$ cat src/rtl/serial_sub_pkg.sv
// Shared types for the bit-serial subtractor.
// Holds the controller state encoding used by serial_subtractor.
package serial_sub_pkg;

    typedef enum logic [1:0] {
        IDLE  = 2'd0,
        SHIFT = 2'd1,
        DONE  = 2'd2
    } ss_state_t;

endpackage

$ cat src/rtl/serial_subtractor_if.sv
// Start/busy/done handshake and operand/result bundle for serial_subtractor.
// The master drives a request; the slave returns status and the result.
interface serial_subtractor_if #(
    parameter int unsigned WIDTH = 8
);
    logic             start;
    logic [WIDTH-1:0] a;
    logic [WIDTH-1:0] b;
    logic             bin;
    logic             busy;
    logic             done;
    logic [WIDTH-1:0] diff;
    logic             borrow_out;

    modport master (
        output start, a, b, bin,
        input  busy, done, diff, borrow_out
    );

    modport slave (
        input  start, a, b, bin,
        output busy, done, diff, borrow_out
    );
endinterface

$ cat src/rtl/fs_cell.sv
// Combinational 1-bit full subtractor: d = x - y - c, bo = borrow out.
module fs_cell (
    input  logic x,
    input  logic y,
    input  logic c,
    output logic d,
    output logic bo
);
    assign d  = x ^ y ^ c;
    assign bo = (~x & y) | (~(x ^ y) & c);
endmodule

$ cat src/rtl/serial_subtractor.sv
// Bit-serial a - b - bin, LSB first, through a single fs_cell with a registered borrow.
// One operation at a time; result and final borrow land on the DONE entry edge.
module serial_subtractor
    import serial_sub_pkg::*;
#(
    parameter int unsigned WIDTH = 8
) (
    input  logic                 clk,
    input  logic                 rst,
    serial_subtractor_if.slave   bus
);
    localparam int unsigned CntW = (WIDTH > 1) ? $clog2(WIDTH) : 1;
    localparam logic [CntW-1:0] CntLast = CntW'(WIDTH - 1);

    ss_state_t        state;
    logic [WIDTH-1:0] a_sh;
    logic [WIDTH-1:0] b_sh;
    logic [WIDTH-1:0] res;
    logic             brw;
    logic [CntW-1:0]  cnt;
    logic             d;
    logic             bo;

    fs_cell u_cell (
        .x  (a_sh[0]),
        .y  (b_sh[0]),
        .c  (brw),
        .d  (d),
        .bo (bo)
    );

    always_ff @(posedge clk or posedge rst) begin
        if (rst) begin
            state          <= IDLE;
            a_sh           <= '0;
            b_sh           <= '0;
            res            <= '0;
            brw            <= 1'b0;
            cnt            <= '0;
            bus.busy       <= 1'b0;
            bus.done       <= 1'b0;
            bus.diff       <= '0;
            bus.borrow_out <= 1'b0;
        end else begin
            case (state)
                IDLE: begin
                    if (bus.start) begin
                        a_sh     <= bus.a;
                        b_sh     <= bus.b;
                        brw      <= bus.bin;
                        cnt      <= '0;
                        bus.busy <= 1'b1;
                        state    <= SHIFT;
                    end
                end
                SHIFT: begin
                    a_sh <= a_sh >> 1;
                    b_sh <= b_sh >> 1;
                    res  <= {d, res[WIDTH-1:1]};
                    brw  <= bo;
                    cnt  <= cnt + 1'b1;
                    // Final bit goes straight into diff so the result is valid with done.
                    if (cnt == CntLast) begin
                        bus.diff       <= {d, res[WIDTH-1:1]};
                        bus.borrow_out <= bo;
                        bus.done       <= 1'b1;
                        state          <= DONE;
                    end
                end
                DONE: begin
                    bus.done <= 1'b0;
                    bus.busy <= 1'b0;
                    state    <= IDLE;
                end
                default: state <= IDLE;
            endcase
        end
    end
endmodule

$ cat src/flat_wrapper.sv
// flat-port wrapper written by rule: the top's interface ports become plain ports
module serial_subtractor_flat import serial_sub_pkg::*;
#(
    parameter int unsigned WIDTH = 8
)
  (clk, rst, bus_start, bus_a, bus_b, bus_bin, bus_busy, bus_done, bus_diff, bus_borrow_out);
  serial_subtractor_if #(.WIDTH(WIDTH)) bus_i ();
  input  logic clk;
  input  logic rst;
  input wire logic [$bits(bus_i.start)-1:0] bus_start;
  input wire logic [$bits(bus_i.a)-1:0] bus_a;
  input wire logic [$bits(bus_i.b)-1:0] bus_b;
  input wire logic [$bits(bus_i.bin)-1:0] bus_bin;
  output wire logic [$bits(bus_i.busy)-1:0] bus_busy;
  output wire logic [$bits(bus_i.done)-1:0] bus_done;
  output wire logic [$bits(bus_i.diff)-1:0] bus_diff;
  output wire logic [$bits(bus_i.borrow_out)-1:0] bus_borrow_out;
  assign bus_i.start = bus_start;
  assign bus_i.a = bus_a;
  assign bus_i.b = bus_b;
  assign bus_i.bin = bus_bin;
  assign bus_busy = bus_i.busy;
  assign bus_done = bus_i.done;
  assign bus_diff = bus_i.diff;
  assign bus_borrow_out = bus_i.borrow_out;
  serial_subtractor #(.WIDTH(WIDTH)) u_core (.clk(clk), .rst(rst), .bus(bus_i));
endmodule
$ cat config.mk
export PLATFORM = sky130hd
export DESIGN_NAME = serial_subtractor_flat
export DESIGN_NICKNAME = d
export VERILOG_FILES = /design/src/rtl/serial_sub_pkg.sv /design/src/rtl/serial_subtractor_if.sv /design/src/rtl/fs_cell.sv /design/src/rtl/serial_subtractor.sv /design/src/flat_wrapper.sv
export SDC_FILE = /design/constraint.sdc
export NUM_CORES = 1
export LEC_CHECK = 0
export ABC_AREA = 0
export CAP_MARGIN = 20
export CORE_MARGIN = 2
export CORE_UTILIZATION = 47
export CTS_CLUSTER_SIZE = 16
export DETAILED_ROUTE_END_ITERATION = 12
export PLACE_DENSITY = 0.74
export RECOVER_POWER = 100
export SYNTH_ARGS = -nofsm -noshare
export SYNTH_HDL_FRONTEND = slang
export SYNTH_SLANG_ARGS = --single-unit
$ cat constraint.sdc
create_clock -name clk -period 1.48 [get_ports clk]
set_input_delay 0.296 -clock clk [delete_from_list [all_inputs] [get_ports clk]]
set_output_delay 0.296 -clock clk [all_outputs]
set_load 0.005 [all_outputs]
Word level (Yosys, flattened, before mapping)
Index checks and enable logic that the tools add are counted.
W data, S select, Z words.

operators by class
  $add $sub $neg = 1
  reductions and logical operators = 9
  bitwise gates (word level) = 7
  eq/ne operators = 5
  muxes and demuxes = 15

operators by type and width
  kind                   count
  $pmux W8 S2            2
  $mux W8                2
  $reduce_and A2 Y1      5
  $pmux W1 S2            3
  $pmux W3 S2            1
  $reduce_bool A2 Y1     3
  $mux W2                2
  $pmux W2 S2            1
  $add A3 B1 Y3 const B  1
  $eq A3 B3 Y1 const B   1
  $mux W1                3
  $mux W3                1
  $and A1 B1 Y1          2
  $eq A2 B1 Y1 const B   1
  $eq A2 B2 Y1 const B   1
  $logic_not A2 Y1       1
  $ne A2 B1 Y1 const B   1
  $ne A2 B2 Y1 const B   1
  $not A1 Y1             2
  $xor A1 B1 Y1          2
  $or A1 B1 Y1           1

word-level totals
  logic and storage cells = 47
  register bits = 41
  bits of input ports = 20

Longest topological paths before layout
Gate-level depths: netlist of the first run.

  word-level depth = 5
  gate-level depth with buffers = 6
  depth with buffers taken out = 5

Hierarchy
From an unflattened synthesis of the first run, not the netlist that was laid out.

second synthesis, totals
  cells, all modules = 148
  area total of the unflattened synthesis = 1818.0 sq um

modules (own cells, without submodules)
  module             cells each  times used  area an instance (sq um)
  serial_subtractor  144         1           1786.7
  fs_cell            4           1           31.3

Worst setup path before layout of the first run
Ideal clock, no wire load.

  path type = register -> register
  start = register u_core.cnt[0]
  end = register u_core.bus.diff[0]
  cell stages (with the launch flop) = 6
  path slack = 0.050 ns
  data required time = 1.355 ns
  arrival = 1.305 ns
  cell sequence = dfrtp_1 ha_1 ha_1 nand3b_4 buf_6 mux2_4

between the ends
  longest elaborated chain between the ends = 2

RTL lines
  item                         RTL line                    source
  start: declaration           serial_subtractor.sv:20     logic [CntW-1:0] cnt;
  start signal: assignment     serial_subtractor.sv:61     cnt <= cnt + 1'b1;
  $eq A3 B3 Y1                 serial_subtractor.sv:63     if (cnt == CntLast) begin
  $reduce_and A2 Y1 (no line)  n/a
  end signal: assignment       serial_subtractor.sv:64     bus.diff <= {d, res[WIDTH-1:1]};
  end: declaration             serial_subtractor_if.sv:22  output busy, done, diff, borrow_out

Every way passes these cells.
A chain may end at the register's enable or synchronous reset.

Worst setup path after layout of the first run
  start = register u_core.bus.borrow_out
  end = output port bus_borrow_out

RTL lines
  item                      RTL line                    source
  start: declaration        serial_subtractor_if.sv:22
  start signal: assignment  serial_subtractor.sv:65     bus.borrow_out <= bo;
  end: declaration          flat_wrapper.sv:17          output wire logic [$bits(bus_i.borrow_out)-1:0] bus_borrow_out;

No word-level cell between the ends.

==> tab_implementation.tex, run 1 <==
\begin{tabular}{lr}
\hline
Metric & Value \\
\hline
\multicolumn{2}{l}{\textbf{Global route}} \\
\quad Number of global-route vias before repair & 1387 \\
\quad Number of antenna violations at the first check in global routing & 0 \\
\quad Maximum number of pins on one net before global-route repair & 41 \\
\quad Final global-route overflow total & 0 \\
\quad Aggregate global-route resource usage & 0.1887 \\
\quad First-pass GRT wire length & 6.361 mm \\
\multicolumn{2}{l}{\textbf{Synth}} \\
\quad Count of state elements after synthesis & 40 \\
\quad Sequential cell area fraction in the yosys report & 0.5263 \\
\quad Cell area after technology mapping & 1902 um\^{}2 \\
\quad Top FF cell, synth & dfrtp\_1 \\
\quad Number of warnings issued by yosys & 0 \\
\quad Number of enable flip-flop cells after synthesis & 0 \\
\quad Number of distinct library cell variants in the gate-level netlist after synthesis & 27 \\
\quad Share of synthesized registers carrying an async set or reset & 1.000 \\
\quad Synth Instances & 144 \\
\quad Total nets after synthesis & 167 \\
\quad Syn avg cell area & 13.21 um\^{}2 \\
\multicolumn{2}{l}{\textbf{Hold path}} \\
\quad Worst hold-check path type & reg2reg \\
\multicolumn{2}{l}{\textbf{Critical path}} \\
\quad Critical path fanouts, max & 2 \\
\quad Crit path largest cell delay & 0.50 ns \\
\quad Startpoint type of the worst setup path & flop \\
\quad Buf/Inv on CP & 1 \\
\quad Crit. End Element & primary output \\
\quad Cell family with most CP delay & buffers and inverters \\
\quad CP cell instances & clkdlybuf4s50\_1 \\
\quad Cell type of the slowest stage on the worst timing path & clkdlybuf4s50\_1 \\
\quad Critical path data arrival time & 1.15 ns \\
\quad Worst setup path class & reg2out \\
\quad Required time of the worst setup path & 1.18 ns \\
\multicolumn{2}{l}{\textbf{Die}} \\
\quad Die height & 67.61 um \\
\quad Core region area & 3943 um\^{}2 \\
\quad Starting density of the core & 0.4824 \\
\quad Total I/O pin count & 31 \\
\quad Die Outline Area & 4571 um\^{}2 \\
\quad Chip Width & 67.61 um \\
\quad FP Rows & 23 \\
\multicolumn{2}{l}{\textbf{Power}} \\
\quad Internal power & 3.179 mW \\
\quad Total power & around 4.8 mW \\
\quad Net switching power figure & roughly 1.6 mW \\
\quad Proportion of power drawn by the clock network & 0.154 \\
\quad Max IR drop VDD & about 0.82 mV \\
\quad Share of total power in combinational logic & 0.421 \\
\quad Power density of the placed cells & between 2000 and 2500 nW/um\^{}2 \\
\quad Part of the power in registers & 0.425 \\
\quad Sw Ratio & 0.3371 \\
\quad Pleak & 1.098 nW \\
\multicolumn{2}{l}{\textbf{Drt}} \\
\quad Total Wirelength & 3.847 mm \\
\quad Number of vias after detailed routing & 1362 \\
\quad Total iterations of the first detailed-routing run & 4 \\
\quad Number of design-rule violations left by the first detailed-router iteration & 84 \\
\quad Met2 Routed Length & 1.867 mm \\
\quad Post-detailed-route count of antenna-violating nets & 0 \\
\quad Max layer used & met4 \\
\quad Routed length per instance & 16.37 um \\
\quad Routed length on met3 & 179 um \\
\quad Via-per-instance ratio & between 5 and 6 \\
\quad Met1 layer wirelength in the final routing & 1.730 mm \\
\quad Number of remaining DRC errors & 0 \\
\multicolumn{2}{l}{\textbf{Clock tree}} \\
\quad Clock buffer count from CTS & 5 \\
\quad Root Buffer & clkbuf\_8 \\
\quad Worst skew pair latency & 0.30 ns \\
\quad CTS tree & done \\
\quad Post-CTS Hold Buffers & 0 \\
\quad Clock transition at path regs & 0.07 ns \\
\quad H-tree levels & 2 \\
\quad Clock sink total & 40 \\
\quad Number of buffers on the longest clock path & 2 \\
\multicolumn{2}{l}{\textbf{Finish}} \\
\quad NumNets Final & roughly 210 \\
\quad Fraction of layout cells with a size suffix above 1 & 0.3297 \\
\quad Antenna diode count & 0 \\
\quad Final Instance Count excl. Fillers & 235 \\
\quad Top library cells by usage in the layout, fill and taps aside & dfrtp\_1 (39), clkdlybuf4s50\_1 (21), o22ai\_1 (18) \\
\quad Count of filler cells inserted in the layout & about 320 \\
\quad End-of-flow core utilization & 0.6058 \\
\quad Most frequent standard cell in the layout excluding fill and tap cells & dfrtp\_1 \\
\quad Area added between synthesis and finish & 25.59\% \\
\multicolumn{2}{l}{\textbf{Place}} \\
\quad Sum of net half-perimeters after detailed placement & 2.636 mm \\
\quad Count of input and output buffers & 30 \\
\quad Pre-CTS setup slack & -0.05379 ns \\
\quad Post-placement cell count & 223 \\
\quad Weighted congestion at the end of routability-driven global placement & 0.8758 \\
\multicolumn{2}{l}{\textbf{Timing}} \\
\quad Worst setup margin & between 0.03 and 0.04 ns \\
\quad Final Setup Violations & 0 \\
\quad Fmax achieved & 691.3 MHz \\
\quad Post-route minimum period & 1.447 ns \\
\quad Relative slew margins & 0.4179 \\
\quad Count of pins over their slew limit & 0 \\
\quad Final period utilization & 0.9774 \\
\quad Transition time at the pin with the least slew margin & 0.8732 ns \\
\quad Clk\_skew & roughly 0.0066 ns \\
\quad Final Hold Viols & 0 \\
\quad Hold WS & 0.4995 ns \\
\quad RSZ-0062 raised after global routing & true \\
\multicolumn{2}{l}{\textbf{Job}} \\
\quad MaxCap Viol Count & 0 \\
\multicolumn{2}{l}{\textbf{Outcome}} \\
\quad Outcome & finished, final reports clean \\
\hline
\end{tabular}
## stage by stage
step	area (um^2)	TNS, ns
floorplan	1902	0
global placement	2253	-0.01608
detailed placement	2253	-0.2702
CTS	2359	0
global route	2389	-0.01442
finish	2389	0
## worst paths after layout
| kind | cells after the start | to | start | slack (ns) |
|---|---|---|---|---|
| setup / recovery | 1 | bus_borrow_out | u_core.bus.borrow_out | 0.03 |
| hold / removal | 1 | u_core.cnt[0] | u_core.cnt[0] | 0.50 |
| setup reg to reg | 4 | u_core.bus.diff[6] | u_core.cnt[0] | 0.04 |
| hold reg to reg | 1 | u_core.cnt[0] | u_core.cnt[0] | 0.50 |
| max in group asynchronous | 3 | u_core.state[0] | rst | 0.30 |
| min in group asynchronous | 3 | u_core.bus.diff[0] | rst | 0.59 |
## logic make-up after synthesis
kind of cell             synth area share
AO/OA/AOI/OAI                      0.2289
flip-flops                         0.5263
buffers and inverters             0.05986
multiplexers                       0.1125
AND/OR/NAND/NOR                   0.04869
adder cells (fa/ha/maj)           0.02368
## cells in the mapped netlist, types with 2 or more instances
cell	number	area, um^2
inv_2	2	7.510
o21ai_1	3	15.01
nand2b_4	2	27.53
buf_2	3	15.01
o22ai_1	18	112.6
a21oi_2	7	61.31
buf_6	3	33.78
ha_1	2	25.02
a22o_1	2	17.52
a21oi_1	11	55.05
o21ai_0	5	25.02
nor2_1	3	11.26
buf_4	3	22.52
o22ai_2	10	125.1
dfrtp_1	40	1001
mux2_4	12	180.2
nand2_1	3	11.26
mux2_2	3	33.78
inv_1	4	15.01
## cell type report
type,instances,area (um^2),share of cell area
repair buffers,42,399.1,0.1671
well taps,50,62.56,0.02619
clock buffers,6,82.58,0.03457
flip-flops and latches,40,1002,0.4196
clock inverters,2,10.01,0.004191
inverters,6,22.52,0.009429
multi-input cells,89,809.5,0.3389
## sequential cells by signal (all words and copies together), names as in the netlist
register / count
u_core.b_sh: 8
u_core.bus.done: 1
u_core.cnt: 3
u_core.a_sh: 8
u_core.res: 7
u_core.bus.busy: 1
u_core.brw: 1
u_core.bus.diff: 8
u_core.bus.borrow_out: 1
u_core.state: 2
## timing repair
item | CTS | global route
resized for setup | 2 | 10
setup endpoints to repair | 8 | 15
pin swaps | 0 | 0
gates cloned | 1 | 0
buffers inserted | 0 | 3
## per-layer routing
layer / global-route usage / up-vias
li1: - / 616
met1: 0.2296 / 699
met2: 0.3174 / 38
met3: 0.04167 / 9
met4: 0.08673 / 0
met5: 0 / -
## power groups by stage
stage	Clock (mW)	Sequential (mW)	Combinational (mW)
floorplan	0	1.92	1.49
global placement	0	2.01	1.93
detailed placement	0	2.05	2.00
CTS	0.771	2.04	2.01
global route	0.808	2.11	2.23
finish	0.740	2.04	2.02
No activity file was read; power rests on OpenSTA's default activity.
==> run 2: changes to the inputs <==
--- a/config.mk
+++ b/config.mk
@@ -8,10 +8,10 @@
 export ABC_AREA = 0
 export CAP_MARGIN = 20
 export CORE_MARGIN = 2
-export CORE_UTILIZATION = 47
+export CORE_UTILIZATION = 52
 export CTS_CLUSTER_SIZE = 16
 export DETAILED_ROUTE_END_ITERATION = 12
-export PLACE_DENSITY = 0.74
+export PLACE_DENSITY = 0.78
 export RECOVER_POWER = 100
 export SYNTH_ARGS = -nofsm -noshare
 export SYNTH_HDL_FRONTEND = slang
==> constraint.sdc (replaced) <==
create_clock -name clk -period 1.4 [get_ports clk]
set_input_delay 0.28 -clock clk [delete_from_list [all_inputs] [get_ports clk]]
set_output_delay 0.28 -clock clk [all_outputs]
set_load 0.005 [all_outputs]
==> run 2 against run 1 <==
  * Count of clock-buffer cells in the layout up 1
  * Clock power grew 14%
  * Combinational power up 3%
  * Setup slack lost 0.033 ns
  * Cell count increased by 1.3%
  * Clock skew rose by 0.0015 ns
  * First-iteration DRC count up 44%
  * Largest cell class unchanged
==> tab_implementation.tex, run 2 (synthesis results as in run 1) <==
\begin{tabular}{lr}
\hline
Metric & Value \\
\hline
\multicolumn{2}{l}{\textbf{Outcome}} \\
\quad Outcome & finished, final reports clean \\
\multicolumn{2}{l}{\textbf{Drt}} \\
\quad Total Wirelength & 3.832 mm \\
\quad Total iterations of the first detailed-routing run & 4 \\
\quad Routed length per instance & 16.10 um \\
\quad Number of design-rule violations left by the first detailed-router iteration & 121 \\
\quad Post-detailed-route count of antenna-violating nets & 0 \\
\quad Via-per-instance ratio & 5.555 \\
\quad Number of vias after detailed routing & 1322 \\
\quad Number of remaining DRC errors & 0 \\
\multicolumn{2}{l}{\textbf{Place}} \\
\quad Count of input and output buffers & 30 \\
\quad Weighted congestion at the end of routability-driven global placement & a little under 0.8 \\
\quad Sum of net half-perimeters after detailed placement & 2.662 mm \\
\quad Pre-CTS setup slack & -0.1428 ns \\
\multicolumn{2}{l}{\textbf{Finish}} \\
\quad NumNets Final & 214 \\
\quad Antenna diode count & 0 \\
\quad Fraction of layout cells with a size suffix above 1 & 0.2969 \\
\quad Area added between synthesis and finish & 24.47\% \\
\quad Most frequent standard cell in the layout excluding fill and tap cells & dfrtp\_1 \\
\quad Top library cells by usage in the layout, fill and taps aside & dfrtp\_1 (40), o22ai\_1 (20), clkdlybuf4s50\_1 (19) \\
\quad End-of-flow core utilization & 0.6930 \\
\quad Area of the multi-input gates & 770.7 um\^{}2 \\
\quad Total area of sequential cells & approximately 1000 um\^{}2 \\
\quad Largest registers & u\_core.a\_sh: 8 flops, u\_core.b\_sh: 8 flops, u\_core.bus.diff: 8 flops \\
\quad Count of filler cells inserted in the layout & 276 \\
\multicolumn{2}{l}{\textbf{Die}} \\
\quad Chip Width & 64.48 um \\
\quad Core region area & about 3400 um\^{}2 \\
\quad Starting density of the core & 0.5568 \\
\quad Die Outline Area & 4157 um\^{}2 \\
\quad Total I/O pin count & 31 \\
\quad FP Rows & 21 \\
\quad Die height & 64.48 um \\
\multicolumn{2}{l}{\textbf{Global route}} \\
\quad First-pass GRT wire length & between 6 and 7 mm \\
\quad Maximum number of pins on one net before global-route repair & 41 \\
\quad Aggregate global-route resource usage & 0.2070 \\
\quad Number of global-route vias before repair & about 1400 \\
\quad Number of antenna violations at the first check in global routing & 0 \\
\quad Final global-route overflow total & 0 \\
\multicolumn{2}{l}{\textbf{Clock tree}} \\
\quad H-tree levels & 2 \\
\quad CTS tree & done \\
\quad Clock buffer count from CTS & 5 \\
\quad Clock transition at path regs & around 0.12 ns \\
\quad Clock sink total & 40 \\
\quad Worst skew pair latency & 0.34 ns \\
\quad Number of buffers on the longest clock path & 2 \\
\quad Root Buffer & clkbuf\_4 \\
\multicolumn{2}{l}{\textbf{Critical path}} \\
\quad Setup crit start & u\_core.a\_sh[0] \\
\quad CP cell instances & fa\_1, mux2\_1 \\
\quad Startpoint type of the worst setup path & flop \\
\quad Worst setup path class & reg2reg \\
\quad Crit. End Element & flop \\
\quad Critical path data arrival time & 1.63 ns \\
\quad Crit path largest cell delay & $\sim$0.54 ns \\
\quad Crit Reg-Reg Startpoint & u\_core.a\_sh[0] \\
\quad Cell family with most CP delay & adder cells \\
\quad Cell type of the slowest stage on the worst timing path & fa\_1 \\
\quad Required time of the worst setup path & 1.63 ns \\
\quad Critical path fanouts, max & 3 \\
\quad Buf/Inv on CP & 0 \\
\multicolumn{2}{l}{\textbf{Hold path}} \\
\quad Worst hold-check path type & in2reg \\
\quad Critical hold path startpoint & bus\_b[7] \\
\multicolumn{2}{l}{\textbf{Timing}} \\
\quad Final Setup Violations & 0 \\
\quad Count of pins over their slew limit & 0 \\
\quad Fmax achieved & 714.4 MHz \\
\quad Relative slew margins & 0.3706 \\
\quad RSZ-0062 raised after global routing & false \\
\quad Worst setup margin & 0.0001392 ns \\
\quad Final Hold Viols & 0 \\
\quad Aggregate negative setup slack & 0 ns \\
\quad Transition time at the pin with the least slew margin & 0.9441 ns \\
\quad Post-route minimum period & 1.400 ns \\
\quad Clk\_skew & 0.008150 ns \\
\quad Final period utilization & 0.9999 \\
\multicolumn{2}{l}{\textbf{Power}} \\
\quad Pleak & 1.039 nW \\
\quad Max IR drop VDD & between 0.8 and 0.9 mV \\
\quad Total power & 5.038 mW \\
\quad Power density of the placed cells & 2128 nW/um\^{}2 \\
\multicolumn{2}{l}{\textbf{Job}} \\
\quad MaxCap Viol Count & 0 \\
\hline
\end{tabular}
-- run 2: cell types whose count changed in the layout (fill, tap and decap cells not counted), moves of 3 or more --
| cell | change |
|---|---|
| clkbuf_8 | -4 |
| mux2_4 | -8 |
| buf_4 | +4 |
| dlygate4sd2_1 | +10 |
| mux2_1 | +8 |
| dlymetal6s2s_1 | -5 |
| clkdlybuf4s25_1 | -3 |
| clkbuf_4 | +6 |
-- run 2: worst min-delay path, stage by stage --
cell and delay (ns):
clkdlybuf4s50_1 0.42, nand2_1 0.06, o21ai_1 0.05
-- run 2: cell type report --
cell class,count,share of cell area
flip-flops and latches,40,0.4228
multi-input cells,89,0.3256
repair buffers,49,0.1776
clock buffers,7,0.02748
well taps,46,0.02431
clock inverters,1,0.01268
inverters,6,0.009514
-- run 2: worst paths after layout --
path                       cells after the start                 end  slack (ns)
max                                            2  u_core.bus.diff[7]      0.0001
min                                            3      u_core.b_sh[7]        0.49
max reg2reg                                    2  u_core.bus.diff[7]      0.0001
min reg2reg                                    1  u_core.bus.diff[6]        0.52
max in group asynchronous                      3      u_core.a_sh[7]        0.27
min in group asynchronous                      3      u_core.b_sh[4]        0.55
-- run 2: power breakdown --
part	leakage [nW]	switching (mW)	internal (mW)	total, mW
Combinational	0.518	0.926	1.16	2.09
Sequential	0.469	0.417	1.69	2.11
Clock	0.0515	0.366	0.474	0.840
-- run 2: metal layers --
metal | up-vias | track usage | part of all wire
li1 | 631 | - | -
met2 | 33 | 0.3763 | 0.55
met4 | 0 | 0.07181 | 0.014
met5 | - | 0 | 0
met3 | 5 | 0.03646 | 0.036
met1 | 653 | 0.2462 | 0.40
-- run 2: timing repair --
action,in CTS,in global routing
setup endpoints to repair,17,9
hold buffers,0,0
setup buffers,7,1
resized for setup,11,2
cloned,1,0
-- run 2: metrics by stage --
stage                     hold slack (ns)  instance area, um^2  cells
after floorplan                    0.4073                 1904    144
after global placement             0.4718                 2266    221
after detailed placement           0.4961                 2266    221
after CTS                          0.3070                 2411    237
after global routing               0.5166                 2367    238
final                              0.4929                 2367    238
==> run 3: changes to the inputs <==
--- a/config.mk
+++ b/config.mk
@@ -8,10 +8,11 @@
 export ABC_AREA = 0
 export CAP_MARGIN = 20
 export CORE_MARGIN = 2
-export CORE_UTILIZATION = 52
+export CORE_UTILIZATION = 45
+export CTS_CLUSTER_DIAMETER = 80
 export CTS_CLUSTER_SIZE = 16
 export DETAILED_ROUTE_END_ITERATION = 12
-export PLACE_DENSITY = 0.78
+export PLACE_DENSITY = 0.69
 export RECOVER_POWER = 100
 export SYNTH_ARGS = -nofsm -noshare
 export SYNTH_HDL_FRONTEND = slang
==> constraint.sdc (replaced) <==
create_clock -name clk -period 1.3 [get_ports clk]
set_input_delay 0.26 -clock clk [delete_from_list [all_inputs] [get_ports clk]]
set_output_delay 0.26 -clock clk [all_outputs]
set_load 0.005 [all_outputs]
==> run 3 against run 2 <==
  * The run now ends with setup timing left
  * Sequential share of layout area down 2.4 points
  * Critical path depth is 2 higher
  * Utilization decreased by 6.9 points
  * Largest cell class unchanged
  * Fmax increased by 3.1%
  * Combinational power increased by 22%
  * Global-route usage decreased by 2.6 points
  * Die area increased by 15%
  * Power is 13% higher
  * Sequential cell count did not move
  * Setup slack got worse by 0.058 ns
  * Register-to-register slack worse by 0.06 ns
  * Routed wire length up 7.0%
==> tab_implementation.tex, run 3 (synthesis results as in run 1) <==
\begin{tabular}{lr}
\hline
Metric & Value \\
\hline
\multicolumn{2}{l}{\textbf{Outcome}} \\
\quad Outcome & complete, but fails checks \\
\quad Violations in the final reports & setup timing \\
\multicolumn{2}{l}{\textbf{Place}} \\
\quad Count of input and output buffers & 30 \\
\quad Placement-stage cell area & about 2300 um\^{}2 \\
\quad Sum of net half-perimeters after detailed placement & between 2 and 3 mm \\
\quad Post-placement cell count & between 200 and 250 \\
\quad Weighted congestion at the end of routability-driven global placement & 0.7277 \\
\multicolumn{2}{l}{\textbf{Finish}} \\
\quad Antenna diode count & 0 \\
\quad Post-route cell area & 2512 um\^{}2 \\
\quad Fraction of layout cells with a size suffix above 1 & 0.3831 \\
\quad Final Instance Count excl. Fillers & between 200 and 300 \\
\quad NumNets Final & between 200 and 250 \\
\quad Largest registers & u\_core.a\_sh: 8 flops, u\_core.b\_sh: 8 flops, u\_core.bus.diff: 8 flops \\
\quad Area added between synthesis and finish & 32.11\% \\
\quad Most frequent standard cell in the layout excluding fill and tap cells & dfrtp\_1 \\
\quad Top library cells by usage in the layout, fill and taps aside & dfrtp\_1 (39), buf\_4 (24), o22ai\_1 (18) \\
\multicolumn{2}{l}{\textbf{Drt}} \\
\quad Post-detailed-route count of antenna-violating nets & 0 \\
\quad Max layer used & met4 \\
\quad Number of design-rule violations left by the first detailed-router iteration & 83 \\
\quad Number of remaining DRC errors & 0 \\
\quad Routed length per instance & 16.34 um \\
\quad Via-per-instance ratio & between 5 and 6 \\
\quad Total Wirelength & 4.102 mm \\
\quad Routed length on met3 & 200 um \\
\quad Number of vias after detailed routing & 1384 \\
\quad Met2 Routed Length & 2.011 mm \\
\quad Met1 layer wirelength in the final routing & between 1.5 and 2 mm \\
\quad Total iterations of the first detailed-routing run & 4 \\
\multicolumn{2}{l}{\textbf{Timing}} \\
\quad Final Hold Viols & 0 \\
\quad Count of pins over their slew limit & 0 \\
\quad RSZ-0062 raised after global routing & true \\
\quad Worst setup margin & -0.05823 ns \\
\quad Final period utilization & 1.045 \\
\quad Relative slew margins & 0.6263 \\
\quad Aggregate negative setup slack & -0.3233 ns \\
\quad Post-route minimum period & roughly 1.4 ns \\
\quad Clk\_skew & slightly below 0.007 ns \\
\quad Fmax achieved & 736.3 MHz \\
\quad Transition time at the pin with the least slew margin & 0.5605 ns \\
\quad Final Setup Violations & 6 \\
\multicolumn{2}{l}{\textbf{Die}} \\
\quad Die Outline Area & 4762 um\^{}2 \\
\quad Starting density of the core & 0.4720 \\
\quad Chip Width & just under 70 um \\
\quad FP Rows & 23 \\
\quad Core region area & 4029 um\^{}2 \\
\quad Total I/O pin count & 31 \\
\quad Die height & 69.01 um \\
\multicolumn{2}{l}{\textbf{Hold path}} \\
\quad Critical hold path startpoint & bus\_b[7] \\
\quad Hold endpoint & u\_core.b\_sh[7] \\
\quad Worst hold-check path type & in2reg \\
\quad Hold path cells & 3 \\
\multicolumn{2}{l}{\textbf{Clock tree}} \\
\quad Clock sink total & 40 \\
\quad Post-CTS Hold Buffers & 0 \\
\quad CTS tree & done \\
\quad Number of buffers on the longest clock path & 2 \\
\quad Worst skew pair latency & 0.29 ns \\
\quad Root Buffer & clkbuf\_8 \\
\quad H-tree levels & 2 \\
\quad Clock transition at path regs & approximately 0.080 ns \\
\quad Clock buffer count from CTS & 5 \\
\multicolumn{2}{l}{\textbf{Critical path}} \\
\quad Crit Reg-Reg Startpoint & u\_core.cnt[0] \\
\quad R2R Setup Slk & -0.06 ns \\
\quad Required time of the worst setup path & 1.48 ns \\
\quad Critical path data arrival time & 1.54 ns \\
\quad Worst setup path class & reg2reg \\
\quad Buf/Inv on CP & 0 \\
\quad Cell family with most CP delay & flip-flops \\
\quad CP cell instances & ha\_2, ha\_4, nand3b\_4, mux2\_4 \\
\quad Crit path largest cell delay & 0.39 ns \\
\quad Cell type of the slowest stage on the worst timing path & dfrtp\_1 \\
\quad Worst flop-to-flop path endpoint & u\_core.bus.diff[0] \\
\quad Startpoint type of the worst setup path & flop \\
\quad Critical path fanouts, max & 6 \\
\quad FF-to-FF path depth & 4 \\
\quad Crit. End Element & flop \\
\multicolumn{2}{l}{\textbf{Global route}} \\
\quad Number of global-route vias before repair & 1397 \\
\quad Number of antenna violations at the first check in global routing & 0 \\
\quad Final global-route overflow total & 0 \\
\quad First-pass GRT wire length & 6.748 mm \\
\quad Aggregate global-route resource usage & 0.1809 \\
\quad Maximum number of pins on one net before global-route repair & about 40 \\
\multicolumn{2}{l}{\textbf{Power}} \\
\quad Power density of the placed cells & roughly 2300 nW/um\^{}2 \\
\quad Max IR drop VDD & 1.213 mV \\
\quad Pleak & 1.139 nW \\
\multicolumn{2}{l}{\textbf{Job}} \\
\quad MaxCap Viol Count & 0 \\
\hline
\end{tabular}
-- run 3: cell types whose count changed in the layout (fill, tap and decap cells not counted), sizes merged --
cell / change
buf: +11
dlymetal6s2s: +1
bufinv: -1
dlygate4sd3: +1
nand2b: +1
clkbuf: -2
clkdlybuf4s50: -2
-- run 3: layer usage --
layer,global-route usage,up-vias
li1,-,648
met1,0.2252,696
met2,0.2949,35
met3,0.05556,5
met4,0.06972,0
met5,0,-
-- run 3: cell type report --
cell class / count / area, um^2
fill: 341 / 1516
sequential: 40 / 1002
multi-input combinational: 90 / 835.8
timing repair buffer: 57 / 499.2
clock buffer: 8 / 90.09
tap: 50 / 62.56
inverter: 6 / 22.52
-- run 3: through the flow --
stage,hold slack (ns),utilization,total power [mW],setup WS [ns]
global route,0.4969,0.6236,6.124,-0.1091
detailed placement,0.4895,0.5761,4.754,-0.2260
floorplan,0.3873,-,3.907,-0.04060
global placement,0.4822,0.5761,4.634,-0.1471
finish,0.5051,0.6236,5.703,-0.05823
CTS,0.3549,0.6171,5.708,-0.07283
-- run 3: worst min-delay path: cells and delay by family --
kind / cells / cell delay [ns]
AOI/OAI and AO/OA: 1 / 0.05
and+or+nand+nor: 1 / 0.06
buffers and inverters: 1 / 0.40
-- run 3: power by group --
part           switching, mW  internal (mW)  total (mW)
Clock                  0.419          0.433       0.852
Combinational           1.03           1.53        2.56
Sequential             0.460           1.83        2.29
-- run 3: timing repair --
action,4_1_cts,5_1_grt
gates resized for setup,14,7
pin swaps,2,1
buffers inserted,9,2
endpoints found under the setup margin,20,24
gates cloned,1,1
-- run 3: worst max-delay path by stage --
stage             startpoint                  to  slack (ns)  cells past startpoint
2_1_floorplan  u_core.cnt[1]  u_core.bus.diff[0]       -0.04                      5
3_3_place_gp       bus_start      u_core.b_sh[2]       -0.15                      4
3_5_place_dp       bus_start      u_core.b_sh[4]       -0.23                      4
4_1_cts        u_core.cnt[0]  u_core.bus.diff[6]       -0.07                      4
5_1_grt        u_core.cnt[1]  u_core.bus.diff[2]       -0.11                      4
6_report       u_core.cnt[0]  u_core.bus.diff[0]       -0.06                      4
